<file path="config.mk">
export PLATFORM = sky130hd
export DESIGN_NAME = vram_fetch
export DESIGN_NICKNAME = d
export VERILOG_FILES = /design/src/rtl/ppu_pkg.sv /design/src/rtl/vaddr_inc.sv /design/src/rtl/vram_fetch.sv
export SDC_FILE = /design/constraint.sdc
export NUM_CORES = 1
export LEC_CHECK = 0
export CAP_MARGIN = 40
export CORE_MARGIN = 2
export CORE_UTILIZATION = 50
export CTS_CLUSTER_DIAMETER = 50
export CTS_CLUSTER_SIZE = 30
export DETAILED_ROUTE_END_ITERATION = 16
export PLACE_DENSITY_LB_ADDON = 0.1
export SYNTH_ARGS = -nofsm -noshare
export SYNTH_HDL_FRONTEND = slang
export SYNTH_HIERARCHICAL = 1
export SYNTH_SLANG_ARGS = --single-unit
</file>
<file path="constraint.sdc">
create_clock -name clk -period 3.6 [get_ports clk]
set_clock_uncertainty 0.1 [all_clocks]
set_input_delay 0.72 -clock clk [delete_from_list [all_inputs] [get_ports clk]]
set_output_delay 0.72 -clock clk [all_outputs]
set_load 0.005 [all_outputs]
</file>
<file path="src/rtl/ppu_pkg.sv">
// Shared constants and loopy-register helpers for the PPU VRAM address unit.
// Loopy v/t layout: [14:12] fine Y, [11] NT Y, [10] NT X, [9:5] coarse Y, [4:0] coarse X.
package ppu_pkg;

  localparam logic [2:0] REG_CTRL   = 3'd0;
  localparam logic [2:0] REG_SCROLL = 3'd5;
  localparam logic [2:0] REG_ADDR   = 3'd6;

  localparam logic [13:0] NT_BASE = 14'h2000;
  localparam logic [13:0] AT_BASE = 14'h23C0;

  localparam int CX_LSB  = 0;
  localparam int CY_LSB  = 5;
  localparam int NTX_BIT = 10;
  localparam int NTY_BIT = 11;
  localparam int FY_LSB  = 12;

  // Fields restored by the horizontal copy and by return00 respectively.
  localparam logic [14:0] HORIZ_MASK = 15'h041F;
  localparam logic [14:0] VERT_MASK  = 15'h7BE0;

  function automatic logic [14:0] inc_coarse_x(input logic [14:0] v);
    logic [14:0] r;
    r = v;
    if (r[CX_LSB +: 5] == 5'd31) begin
      r[CX_LSB +: 5] = 5'd0;
      r[NTX_BIT]     = ~r[NTX_BIT];
    end else begin
      r[CX_LSB +: 5] = r[CX_LSB +: 5] + 5'd1;
    end
    return r;
  endfunction

  // Row 29 is the last visible tile row; 30/31 address attribute space and wrap silently.
  function automatic logic [14:0] inc_y_fn(input logic [14:0] v);
    logic [14:0] r;
    r = v;
    if (r[FY_LSB +: 3] != 3'd7) begin
      r[FY_LSB +: 3] = r[FY_LSB +: 3] + 3'd1;
    end else begin
      r[FY_LSB +: 3] = 3'd0;
      if (r[CY_LSB +: 5] == 5'd29) begin
        r[CY_LSB +: 5] = 5'd0;
        r[NTY_BIT]     = ~r[NTY_BIT];
      end else if (r[CY_LSB +: 5] == 5'd31) begin
        r[CY_LSB +: 5] = 5'd0;
      end else begin
        r[CY_LSB +: 5] = r[CY_LSB +: 5] + 5'd1;
      end
    end
    return r;
  endfunction

endpackage

</file>
<file path="src/rtl/vaddr_inc.sv">
// Combinational next-v candidates: scroll increments and the $2007 access step.
module vaddr_inc
  import ppu_pkg::*;
(
  input  logic [14:0] v,
  input  logic        do_cx,
  input  logic        do_y,
  input  logic        inc32,
  output logic [14:0] v_scroll,
  output logic [14:0] v_acc
);

  always_comb begin
    v_scroll = v;
    if (do_cx) v_scroll = inc_coarse_x(v_scroll);
    if (do_y)  v_scroll = inc_y_fn(v_scroll);
  end

  assign v_acc = v + (inc32 ? 15'd32 : 15'd1);

endmodule

</file>
<file path="src/rtl/vram_fetch.sv">
// PPU VRAM address unit: loopy v/t/fine-X/w registers and renderer fetch responder.
// Build option: VRAM_FETCH_2007_GLITCH_EN makes $2007 access during rendering bump coarse X and Y.
module vram_fetch
  import ppu_pkg::*;
(
  input  logic        clk,
  input  logic        rst,
  input  logic        reg_wr,
  input  logic [2:0]  reg_sel,
  input  logic [7:0]  reg_din,
  input  logic        status_rd,
  input  logic        data_acc,
  input  logic [7:0]  ppuctrl,
  input  logic        rend,
  input  logic        fetch_attr,
  input  logic        fetch_chr,
  input  logic [12:0] pattern_idx,
  input  logic        inc_cx,
  input  logic        inc_y,
  input  logic        return00,
  output logic [13:0] vram_addr,
  output logic        vram_rd,
  input  logic [7:0]  vram_din,
  output logic [7:0]  data_o,
  output logic [1:0]  attr_o,
  output logic [2:0]  fine_x,
  output logic [14:0] v_o
);

  logic [14:0] v, t, t_nxt, v_nxt, v_scroll, v_acc;
  logic [2:0]  fx_nxt;
  logic [1:0]  q;
  logic        w, w_nxt, load_v, hcopy_pend, do_cx, do_y;
  logic        unused_ctrl;

  assign unused_ctrl = ^{ppuctrl[7:3], ppuctrl[1:0]};

`ifdef VRAM_FETCH_2007_GLITCH_EN
  assign do_cx = inc_cx | (data_acc & rend);
  assign do_y  = inc_y  | (data_acc & rend);
`else
  assign do_cx = inc_cx;
  assign do_y  = inc_y;
`endif

  vaddr_inc u_inc (
    .v        (v),
    .do_cx    (do_cx),
    .do_y     (do_y),
    .inc32    (ppuctrl[2]),
    .v_scroll (v_scroll),
    .v_acc    (v_acc)
  );

  // CPU register side; a coincident $2002 read lets the write see the old w, then clears it.
  always_comb begin
    t_nxt  = t;
    w_nxt  = w;
    fx_nxt = fine_x;
    load_v = 1'b0;
    if (reg_wr) begin
      unique case (reg_sel)
        REG_CTRL: t_nxt[NTX_BIT +: 2] = reg_din[1:0];
        REG_SCROLL: begin
          if (!w) begin
            t_nxt[CX_LSB +: 5] = reg_din[7:3];
            fx_nxt             = reg_din[2:0];
            w_nxt              = 1'b1;
          end else begin
            t_nxt[FY_LSB +: 3] = reg_din[2:0];
            t_nxt[CY_LSB +: 5] = reg_din[7:3];
            w_nxt              = 1'b0;
          end
        end
        REG_ADDR: begin
          if (!w) begin
            t_nxt[13:8] = reg_din[5:0];
            t_nxt[14]   = 1'b0;
            w_nxt       = 1'b1;
          end else begin
            t_nxt[7:0] = reg_din;
            load_v     = 1'b1;
            w_nxt      = 1'b0;
          end
        end
        default: ;
      endcase
    end
    if (status_rd) w_nxt = 1'b0;
  end

  always_comb begin
    v_nxt = v;
    if (load_v) begin
      v_nxt = t_nxt;
    end else if (return00 || (hcopy_pend && rend)) begin
      if (return00)             v_nxt = (v_nxt & ~VERT_MASK)  | (t & VERT_MASK);
      if (hcopy_pend && rend)   v_nxt = (v_nxt & ~HORIZ_MASK) | (t & HORIZ_MASK);
    end else if (do_cx || do_y) begin
      v_nxt = v_scroll;
    end else if (data_acc && !rend) begin
      v_nxt = v_acc;
    end
  end

  // Requests and address are same-cycle (N); vram_din answers in N+1 and is passed straight through.
  always_comb begin
    vram_addr = v[13:0];
    if (rend) begin
      if (fetch_chr)       vram_addr = {1'b0, pattern_idx};
      else if (fetch_attr) vram_addr = AT_BASE | {2'b00, v[11:10], 4'b0000, v[9:7], v[4:2]};
      else                 vram_addr = NT_BASE | {2'b00, v[11:0]};
    end
  end

  always_comb begin
    unique case (q)
      2'd0:    attr_o = vram_din[1:0];
      2'd1:    attr_o = vram_din[3:2];
      2'd2:    attr_o = vram_din[5:4];
      default: attr_o = vram_din[7:6];
    endcase
  end

  assign vram_rd = rend;
  assign data_o  = vram_din;
  assign v_o     = v;

  always_ff @(posedge clk or negedge rst) begin
    if (!rst) begin
      v          <= '0;
      t          <= '0;
      fine_x     <= '0;
      w          <= 1'b0;
      q          <= '0;
      hcopy_pend <= 1'b0;
    end else begin
      v          <= v_nxt;
      t          <= t_nxt;
      fine_x     <= fx_nxt;
      w          <= w_nxt;
      hcopy_pend <= inc_y;
      if (fetch_attr) q <= {v[6], v[1]};
    end
  end

endmodule

</file>
### Word-level counts from Yosys, hierarchy flattened

Index checks and enable logic that the tools add are counted.

* flip-flop bits (word level): 37
* input port bits: 51
* output and inout bits: 43
* word-level logic and storage cells: 78

* add/sub/neg operators: 4
* equal/unequal tests: 9
* muxes and demuxes: 39
* bitwise logic cells: 5
* reductions and logical operators: 14

Operator list (count)
* two-way mux 15 bit: 10
* two-way mux 5 bit: 6
* two-way mux 14 bit: 2
* one-hot mux 10 bit (2 select lines): 1
* adder 15 x 6 -> 15 bit: 1
* == test 5 bit, second input constant: 3
* OR 11 x 15 -> 15 bit: 1
* OR 15 x 11 -> 15 bit: 1
* two-way mux 11 bit: 1
* adder 5 x 1 -> 5 bit, second input constant: 2
* two-way mux 1 bit: 10
* two-way mux 10 bit: 1
* two-way mux 8 bit: 1
* two-way mux 7 bit: 1
* == test 3 bit, second input constant: 2
* two-way mux 3 bit: 2
* two-way mux 6 bit: 1
* one-hot mux 2 bit (3 select lines): 1
* one-hot mux 3 bit (2 select lines): 1
* != test 4 bit, second input constant: 1
* one-hot mux 2 bit (2 select lines): 1
* AND reduction 2 bit: 2
* nonzero test 2 bit: 2
* nonzero test 4 bit: 1
* 12 further kinds: 16

### Longest topological paths before layout

Gate-level depths: netlist (run 1).

* depth in word-level cells: 11
* gate-level depth with buffers: 10
* depth with buffers taken out: 10

### By module

Netlist (run 1), hierarchy kept.

By module, submodules not included
* vram_fetch: instances 1, cells each 285, area each 2606.2 µm², seq. area each 925.9 µm²
* vaddr_inc: instances 1, cells each 93, area each 671.9 µm², seq. area each 0.0 µm²

### Worst setup path before layout (run 1)

No wires, ideal clock.

* path type: input to register
* from: input port ppuctrl[2]
* to: register v[12], in the netlist v_o[12]
* arrival time: 2197 ps
* data required time: 3423 ps
* setup slack: 1225 ps
* stages on the path: 7
* cell sequence: ha_1 > a31oi_4 > nor4b_2 > xor2_1 > mux2i_1 > a221o_1 > a21oi_1

* longest elaborated chain between the ends: 6

Ends and longest elaborated chain
* start: declaration: RTL line vram_fetch.sv:13 `input logic [7:0] ppuctrl,`
* two-way mux 6 bit: RTL line vaddr_inc.sv:19 `assign v_acc = v + (inc32 ? 15'd32 : 15'd1);`
* adder 15 x 6 -> 15 bit: RTL line vaddr_inc.sv:19
* named net v_acc[12]: RTL line vram_fetch.sv:30 `logic [14:0] v, t, t_nxt, v_nxt, v_scroll, v_acc;`
* two-way mux 15 bit: RTL line vram_fetch.sv:101 `end else if (data_acc && !rend) begin`
* two-way mux 15 bit: RTL line vram_fetch.sv:99 `end else if (do_cx || do_y) begin`
* two-way mux 15 bit: RTL line vram_fetch.sv:96 `end else if (return00 || (hcopy_pend && rend)) begin`
* two-way mux 15 bit: RTL line vram_fetch.sv:94 `if (load_v) begin`
* end signal: assignment: RTL line vram_fetch.sv:138 `v <= v_nxt;`
* end: declaration: RTL line vram_fetch.sv:30

The timed path passes the listed nets, and every way through them passes these cells. The select of a mux whose other input is x is not followed.
A chain may end at the register's enable or synchronous reset.

### Final worst setup path (run 1)

* from: input port fetch_attr
* to: output port vram_addr[2]

* longest elaborated chain between the ends: 3

Ends and longest elaborated chain
* start: declaration: RTL line vram_fetch.sv:15 `input logic fetch_attr,`
* two-way mux 10 bit: RTL line vram_fetch.sv:111 `else if (fetch_attr) vram_addr = AT_BASE | {2'b00, v[11:10], 4'b0000, v[9:7], v[4:2]};`
* two-way mux 14 bit: RTL line vram_fetch.sv:110 `if (fetch_chr) vram_addr = {1'b0, pattern_idx};`
* two-way mux 14 bit: RTL line vram_fetch.sv:109 `if (rend) begin`
* end: declaration: RTL line vram_fetch.sv:21 `output logic [13:0] vram_addr,`

No other way between the ends.

==> results of run 1 <==
## flip-flops by register name, indices dropped and copies added, names as in the netlist
register,cells
v_o,15
w,1
fine_x,3
hcopy_pend,1
q,2
t,15
## through the flow
stage	setup WS, ns	hold slack [ns]	total power, W	cells
detailed placement	0.212	0.386	0.00136	514
global route	0.104	0.422	0.00175	522
finish	0.192	0.405	0.00164	522
CTS	0.206	0.407	0.00165	522
floorplan	1.23	0.324	0.00102	378
global placement	0.244	0.372	0.00135	514
## per-layer routing
| layer | vias to the layer above | wire, µm |
|---|---|---|
| li1 | 1536 | - |
| met2 | 168 | 4300 |
| met1 | 1538 | 4040 |
| met3 | 13 | 744 |
| met5 | - | 0 |
| met4 | 0 | 150 |
## critical path, stage by stage
cell and delay [ns]:
clkdlybuf4s50_1 0.60, nor2b_1 0.39, a22o_1 0.19, a22o_1 0.17, clkdlybuf4s50_1 0.51
## final timing paths
check | startpoint | endpoint | slack [ns] | depth (start not counted)
worst min register to register | t[7] | t[7] | 0.41 | 1
max in group asynchronous | rst | t[11] | 2.44 | 1
worst max-delay path | fetch_attr | vram_addr[2] | 0.19 | 5
min in group asynchronous | rst | w | 0.43 | 1
worst min-delay path | t[7] | t[7] | 0.41 | 1
worst max register to register | v_o[6] | v_o[8] | 1.13 | 7
## cell usage in the layout (no fill, tap or decap), drive strengths merged, types with 4 or more instances in the layout
master | synthesis | layout
nand2 | 43 | 43
buf | 18 | 5
o221ai | 5 | 5
nand3 | 5 | 5
a21oi | 19 | 19
clkbuf | 13 | 6
nand2b | 15 | 15
a22oi | 16 | 16
a22o | 15 | 15
o21ai | 13 | 13
dfrtp | 37 | 37
a31oi | 6 | 6
and2 | 4 | 4
clkdlybuf4s50 | 0 | 85
o2bb2ai | 4 | 4
o22ai | 10 | 10
o311ai | 6 | 6
xnor2 | 7 | 7
mux2i | 15 | 15
nor2b | 11 | 11
nor3 | 4 | 4
and3 | 10 | 10
a221o | 4 | 4
inv | 10 | 10
xor2 | 10 | 10
mux2 | 18 | 18
nor2 | 17 | 17
ha | 10 | 10
## power groups by stage
stage	clock, W	combinational [W]	sequential (W)
after global routing	0.000304	0.000772	0.000678
after detailed placement	0	0.000702	0.000662
final	0.000281	0.000705	0.000655
after floorplan	0	0.000416	0.000608
after CTS	0.000286	0.000706	0.000654
after global placement	0	0.000684	0.000661
## logic make-up (layout without fill, tap and decap cells)
family,count (synthesis),after routing,synth area share (%)
DFF,37,37,28.2
xor gates and xnor gates,17,17,4.54
AOI/OAI and AO/OA,114,114,25.2
and+or+nand+nor,124,124,20.0
buffers and inverters,41,108,6.11
muxes,35,35,12.1
adders and majority gates,10,10,3.82
## final cells by class
cell class / instances / area [µm²]
clock buffer: 6 / 72.6
inverter: 10 / 37.5
timing repair buffer: 90 / 886
multi-input combinational: 300 / 2150
sequential: 37 / 926
tap: 77 / 96.3
fill: 556 / 2170
clock inverter: 2 / 10.0
==> metrics.md, run 1 <==
| Metric | Value |
|---|---|
| Hold crit path type | reg2reg |
| Die area | 7220 µm² |
| Layout cells sized above 1 | 8.54% |
| Max-slew headroom | 44.5% |
| CP Data Arrival Time | 2.59 ns |
| Synth Cell Area | 3280 µm² |
| Power Internal | 0.00106 W |
| Placed cell areas | 4100 µm² |
| Worst setup EP type | primary output |
| FF+latch count, synth | 37 |
| First-pass GRT wire length | 15.3 mm |
| Synth Warn # | 6 |
| Die H | 85.0 µm |
| Slew Viols, Final | 0 |
| Core area | 6350 µm² |
| Routability cong. | 0.930 |
| Initial antenna violation count | 0 |
| Syn Inst Count | 378 |
| Longest Clk Path Bufs | 2 |
| Boundary pin count | 94 |
| Clock transition at path regs | 0.08 ns |
| Yosys cell types | 59 |
| Layout Utilization | 65.8% |
| Busiest grt layer | met2 |
| N_diodes | 0 |
| Static leakage | 1.68 nW |
| TNS Setup | 0 ns |
| Asr flop ratio synth | 100% |
| Maximum vdd ir drop | 0.276 mV |
| Area growth syn-to-layout | 27.5% |
| First-iteration detailed-routing DRC count | 311 |
| Final setup fails | 0 |
| CTS tree | yes |
| Final hold vios | 0 |
| Fraction of the yosys area taken by sequential cells | 28.2% |
| Tightest Pin Transition | 0.832 ns |
| Post-Syn Nets | 439 |
| Global-route usage over all layers | 26.0% |
| Top cells by area, synth | dfrtp_1 28%, mux2_2 5.8%, nand2_1 4.9% |
| # Post-CTS Setup Buffers | 0 |
| Wire length per cell | 17.7 µm |
| Antenna Nets Post-Route | 0 |
| Clk root buf | clkbuf_8 |
| CP Data Required Time | 2.78 ns |
| Cts hold-fix bufs | 0 |
| Largest net degree at the start of global routing | 38 |
| Vias | 3,255 |
| Pwr/cell area | 393 nW/µm² |
| MaxCap Viol Count | 0 |
| Setup crit start kind | input port |
| Crit Path Max Fanout | 6 |
| Top_reg_cell synth | dfrtp_1 |
| Final Critical Period | 3.41 ns |
| Area share of the largest cell type after synthesis | 28.2% |
| Most instantiated cells after synthesis | 43 x nand2_1, 37 x dfrtp_1, 19 x a21oi_1 |
| Initial core utilization | 51.6% |
| Grt ovf | 0 |
| GR Layer Usage met3 | 5.06% |
| IO buf count | 86 |
| Crit Path Class | in2out |
| H-tree Lvls | 2 |
| Vias in the first global route | 3,062 |
| Status | finished clean |
| Final instance area | 4180 µm² |
| DP HPWL | 7.07 mm |
| Period utilisation layout | 94.7% |
| Number of enable flip-flop cells after synthesis | 0 |
| Leading area contributor after synthesis | dfrtp_1 |
| Grt met2 use | 42.6% |
| RSZ-0062 raised after global routing | no |
| Power share of the combinational group | 43.0% |
| Syn_area_per_cell | 8.67 µm² |
| Switching Share | 35.7% |
| Vias per cell | 6.24 |
| CTS resizes | 0 |
| TritonCTS Buffers | 5 |
| Fin nets | 505 |
| Clk Latency, worst-skew pair | 0.29 ns |
| Clock share of power | 17.1% |
| Row count | 29 |
| F_max | 0.293 GHz |
| Most common cell in the netlist | nand2_1 |
| DRT Pass-1 Iters | 5 |
| NetSw | 0.000586 W |
| Grt met1 use | 34.8% |
| Sequential power share | 39.9% |
| Total Wirelength | 9.23 mm |
| Die extent in x | 85.0 µm |
| Sink Count | 37 |
| DR DRC count | 0 |
Note: power is estimated with default switching activity, not from simulation.
==> run 2: changes to the inputs <==
--- a/config.mk
+++ b/config.mk
@@ -6,7 +6,7 @@
 export NUM_CORES = 1
 export LEC_CHECK = 0
 export CAP_MARGIN = 40
-export CORE_MARGIN = 2
+export CORE_MARGIN = 4
 export CORE_UTILIZATION = 50
 export CTS_CLUSTER_DIAMETER = 50
 export CTS_CLUSTER_SIZE = 30
@@ -14,5 +14,4 @@
 export PLACE_DENSITY_LB_ADDON = 0.1
 export SYNTH_ARGS = -nofsm -noshare
 export SYNTH_HDL_FRONTEND = slang
-export SYNTH_HIERARCHICAL = 1
 export SYNTH_SLANG_ARGS = --single-unit
==> run 2 against run 1 <==
Net effect: combinational power down 7.9%; total power grew 7.5%; area after synthesis increased by 0.38%; synthesized cell count fell by 0.79%; clock power is 57% higher; worst setup slack worse by 0.035 ns; via count up 1.9%; critical path depth unchanged; register-to-register slack better by 0.02 ns; non-clock buffer count grew 2; largest power group is now registers; highest routed layer unchanged.
==> metrics.md, run 2 <==
| Metric | Value |
|---|---|
| Vias per cell | 6.43 |
| IO buf count | 86 |
| H-tree Lvls | 2 |
| Hold crit path type | in2async |
| CP Data Arrival Time | 2.62 ns |
| Post-Syn Nets | 436 |
| Number of enable flip-flop cells after synthesis | 0 |
| Global-route usage over all layers | 25.8% |
| Syn_area_per_cell | 8.78 µm² |
| CP Data Required Time | 2.78 ns |
| Final setup fails | 0 |
| FF+latch count, synth | 37 |
| Hold WS | 0.254 ns |
| Simple-Gate Fraction of Synth Area | 19.8% |
| Area share of the largest cell type after synthesis | 28.1% |
| Top_reg_cell synth | dfrtp_1 |
| MaxCap Viol Count | 0 |
| Max-slew headroom | 37.2% |
| Die extent in x | 89.1 µm |
| Sink Count | 37 |
| Antenna Nets Post-Route | 0 |
| DRT Pass-1 Iters | 4 |
| Most common cell in the netlist | dfrtp_1 |
| Die area | 7940 µm² |
| Yosys cell types | 72 |
| Clock transition at path regs | 0.07 ns |
| Leading area contributor after synthesis | dfrtp_1 |
| Vias | 3,318 |
| Syn Inst Count | 375 |
| Slew Viols, Final | 0 |
| Commonest non-fill, non-tap cell in the layout | clkdlybuf4s50_1 |
| Crit Path Max Fanout | 11 |
| Grt ovf | 0 |
| Fin nets | 499 |
| Maximum vdd ir drop | 0.251 mV |
| Initial antenna violation count | 0 |
| Final Critical Period | 3.44 ns |
| Row count | 29 |
| Synth Area in Adders | 3.80% |
| Layout cells sized above 1 | 10.7% |
| CTS tree | yes |
| Tightest Pin Transition | 0.943 ns |
| Longest Clk Path Bufs | 2 |
| N_diodes | 0 |
| Synth Warn # | 0 |
| Clk Latency, worst-skew pair | 0.30 ns |
| Pwr/cell area | 423 nW/µm² |
| Total Wirelength | 10.1 mm |
| First-pass GRT wire length | 15.9 mm |
| Routability cong. | 0.893 |
| TritonCTS Buffers | 5 |
| Crit Path Class | in2out |
| Largest family of logic cells by synthesized area | compound AO/OA/AOI/OAI gates |
| Largest net degree at the start of global routing | 30 |
| # Post-CTS Setup Buffers | 0 |
| Worst setup EP type | primary output |
| Most instantiated cells after synthesis | 37 x dfrtp_1, 31 x a21oi_1, 28 x nand2_1 |
| Period utilisation layout | 95.6% |
| Setup crit start kind | input port |
| Final hold vios | 0 |
| Initial core utilization | 51.5% |
| F_max | 0.290 GHz |
| CTS resizes | 0 |
| Most frequent cells in the layout | 85 x clkdlybuf4s50_1, 37 x dfrtp_1, 31 x a21oi_1 |
| Static leakage | 1.65 nW |
| Compound-Gate Fraction of Synth Area | 33.1% |
| RSZ-0062 raised after global routing | no |
| First-iteration detailed-routing DRC count | 300 |
| Vias in the first global route | 3,095 |
| Area growth syn-to-layout | 26.9% |
| Post-synthesis mux area share | 5.40% |
| TNS Setup | 0 ns |
| Wire length per cell | 19.6 µm |
| Status | finished clean |
| Die H | 89.1 µm |
| DR DRC count | 0 |
| Top cells by area, synth | dfrtp_1 28%, a22o_1 6.1%, a21oi_1 4.7% |
| Synth Cell Area | 3290 µm² |
| DP HPWL | 7.44 mm |
| Core area | 6390 µm² |
| Asr flop ratio synth | 100% |
| Boundary pin count | 94 |
| Cts hold-fix bufs | 0 |
| Fraction of the yosys area taken by sequential cells | 28.1% |
| XOR/XNOR share of the synthesized area | 1.33% |
| Clk root buf | clkbuf_8 |
-- run 2: changes by cell type in the layout (fill, tap and decap cells not counted), moves of 8 or more --
| cell | change |
|---|---|
| nand2_1 | -15 |
| mux2i_1 | -13 |
| nor2b_1 | -8 |
| nand3_1 | +8 |
| o21ai_0 | +12 |
| a21oi_1 | +12 |
| a22o_1 | +8 |
-- run 2: cell families (layout without fill, tap and decap cells) --
family	after synthesis	count (layout)
fa+ha+maj	10	10
xor+xnor	5	5
simple gates	117	117
buf+inv	41	105
mux	14	14
flops	37	37
compound gates	151	151
-- run 2: layout make-up --
class,count,area (µm²)
fill,560,2210
timing repair buffer,92,913
multi-input combinational,297,2090
clock buffer,5,68.8
sequential,37,926
inverter,5,18.8
tap,77,96.3
clock inverter,3,65.1
-- run 2: stage by stage --
stage / setup WS [ns] / util [%] / instances / total power, W / cell area, µm²
2_1_floorplan: 1.31 / - / 375 / 0.000992 / 3290
3_3_place_gp: 0.265 / 63.0 / 507 / 0.00130 / 4020
3_5_place_dp: 0.168 / 63.3 / 508 / 0.00132 / 4040
4_1_cts: 0.161 / 65.4 / 516 / 0.00177 / 4180
5_1_grt: 0.0792 / 65.4 / 516 / 0.00188 / 4180
6_report: 0.157 / 65.4 / 516 / 0.00177 / 4180
-- run 2: power breakdown --
| group | switching (W) | total, W | internal (W) | leakage (nW) |
|---|---|---|---|---|
| Clock | 0.000166 | 0.000441 | 0.000276 | 0.0681 |
| Combinational | 0.000263 | 0.000649 | 0.000386 | 1.12 |
| Sequential | 0.000171 | 0.000675 | 0.000504 | 0.462 |
-- run 2: final timing paths --
| check | from | end | slack, ns | cells after the start |
|---|---|---|---|---|
| worst max-delay path | fetch_chr | vram_addr[0] | 0.16 | 5 |
| worst min-delay path | rst | v_o[1] | 0.25 | 1 |
| worst max register to register | w | v_o[4] | 1.15 | 5 |
| worst min register to register | t[7] | t[7] | 0.39 | 2 |
| max in group asynchronous | rst | fine_x[1] | 2.69 | 2 |
| min in group clk | t[7] | t[7] | 0.39 | 2 |
-- run 2: layer usage --
| metal | vias to the layer above | share of wire (%) | global-route usage (%) |
|---|---|---|---|
| met4 | 0 | 1.4 | 7.71 |
| met3 | 14 | 8.1 | 3.78 |
| li1 | 1567 | - | - |
| met5 | - | 0 | 0 |
| met2 | 163 | 47 | 42.6 |
| met1 | 1574 | 43 | 34.9 |
-- run 2: critical path, stage by stage --
cell and delay [ns]:
clkdlybuf4s50_1 0.60, nor2b_1 0.44, a22o_1 0.22, a22o_1 0.14, clkdlybuf4s50_1 0.50
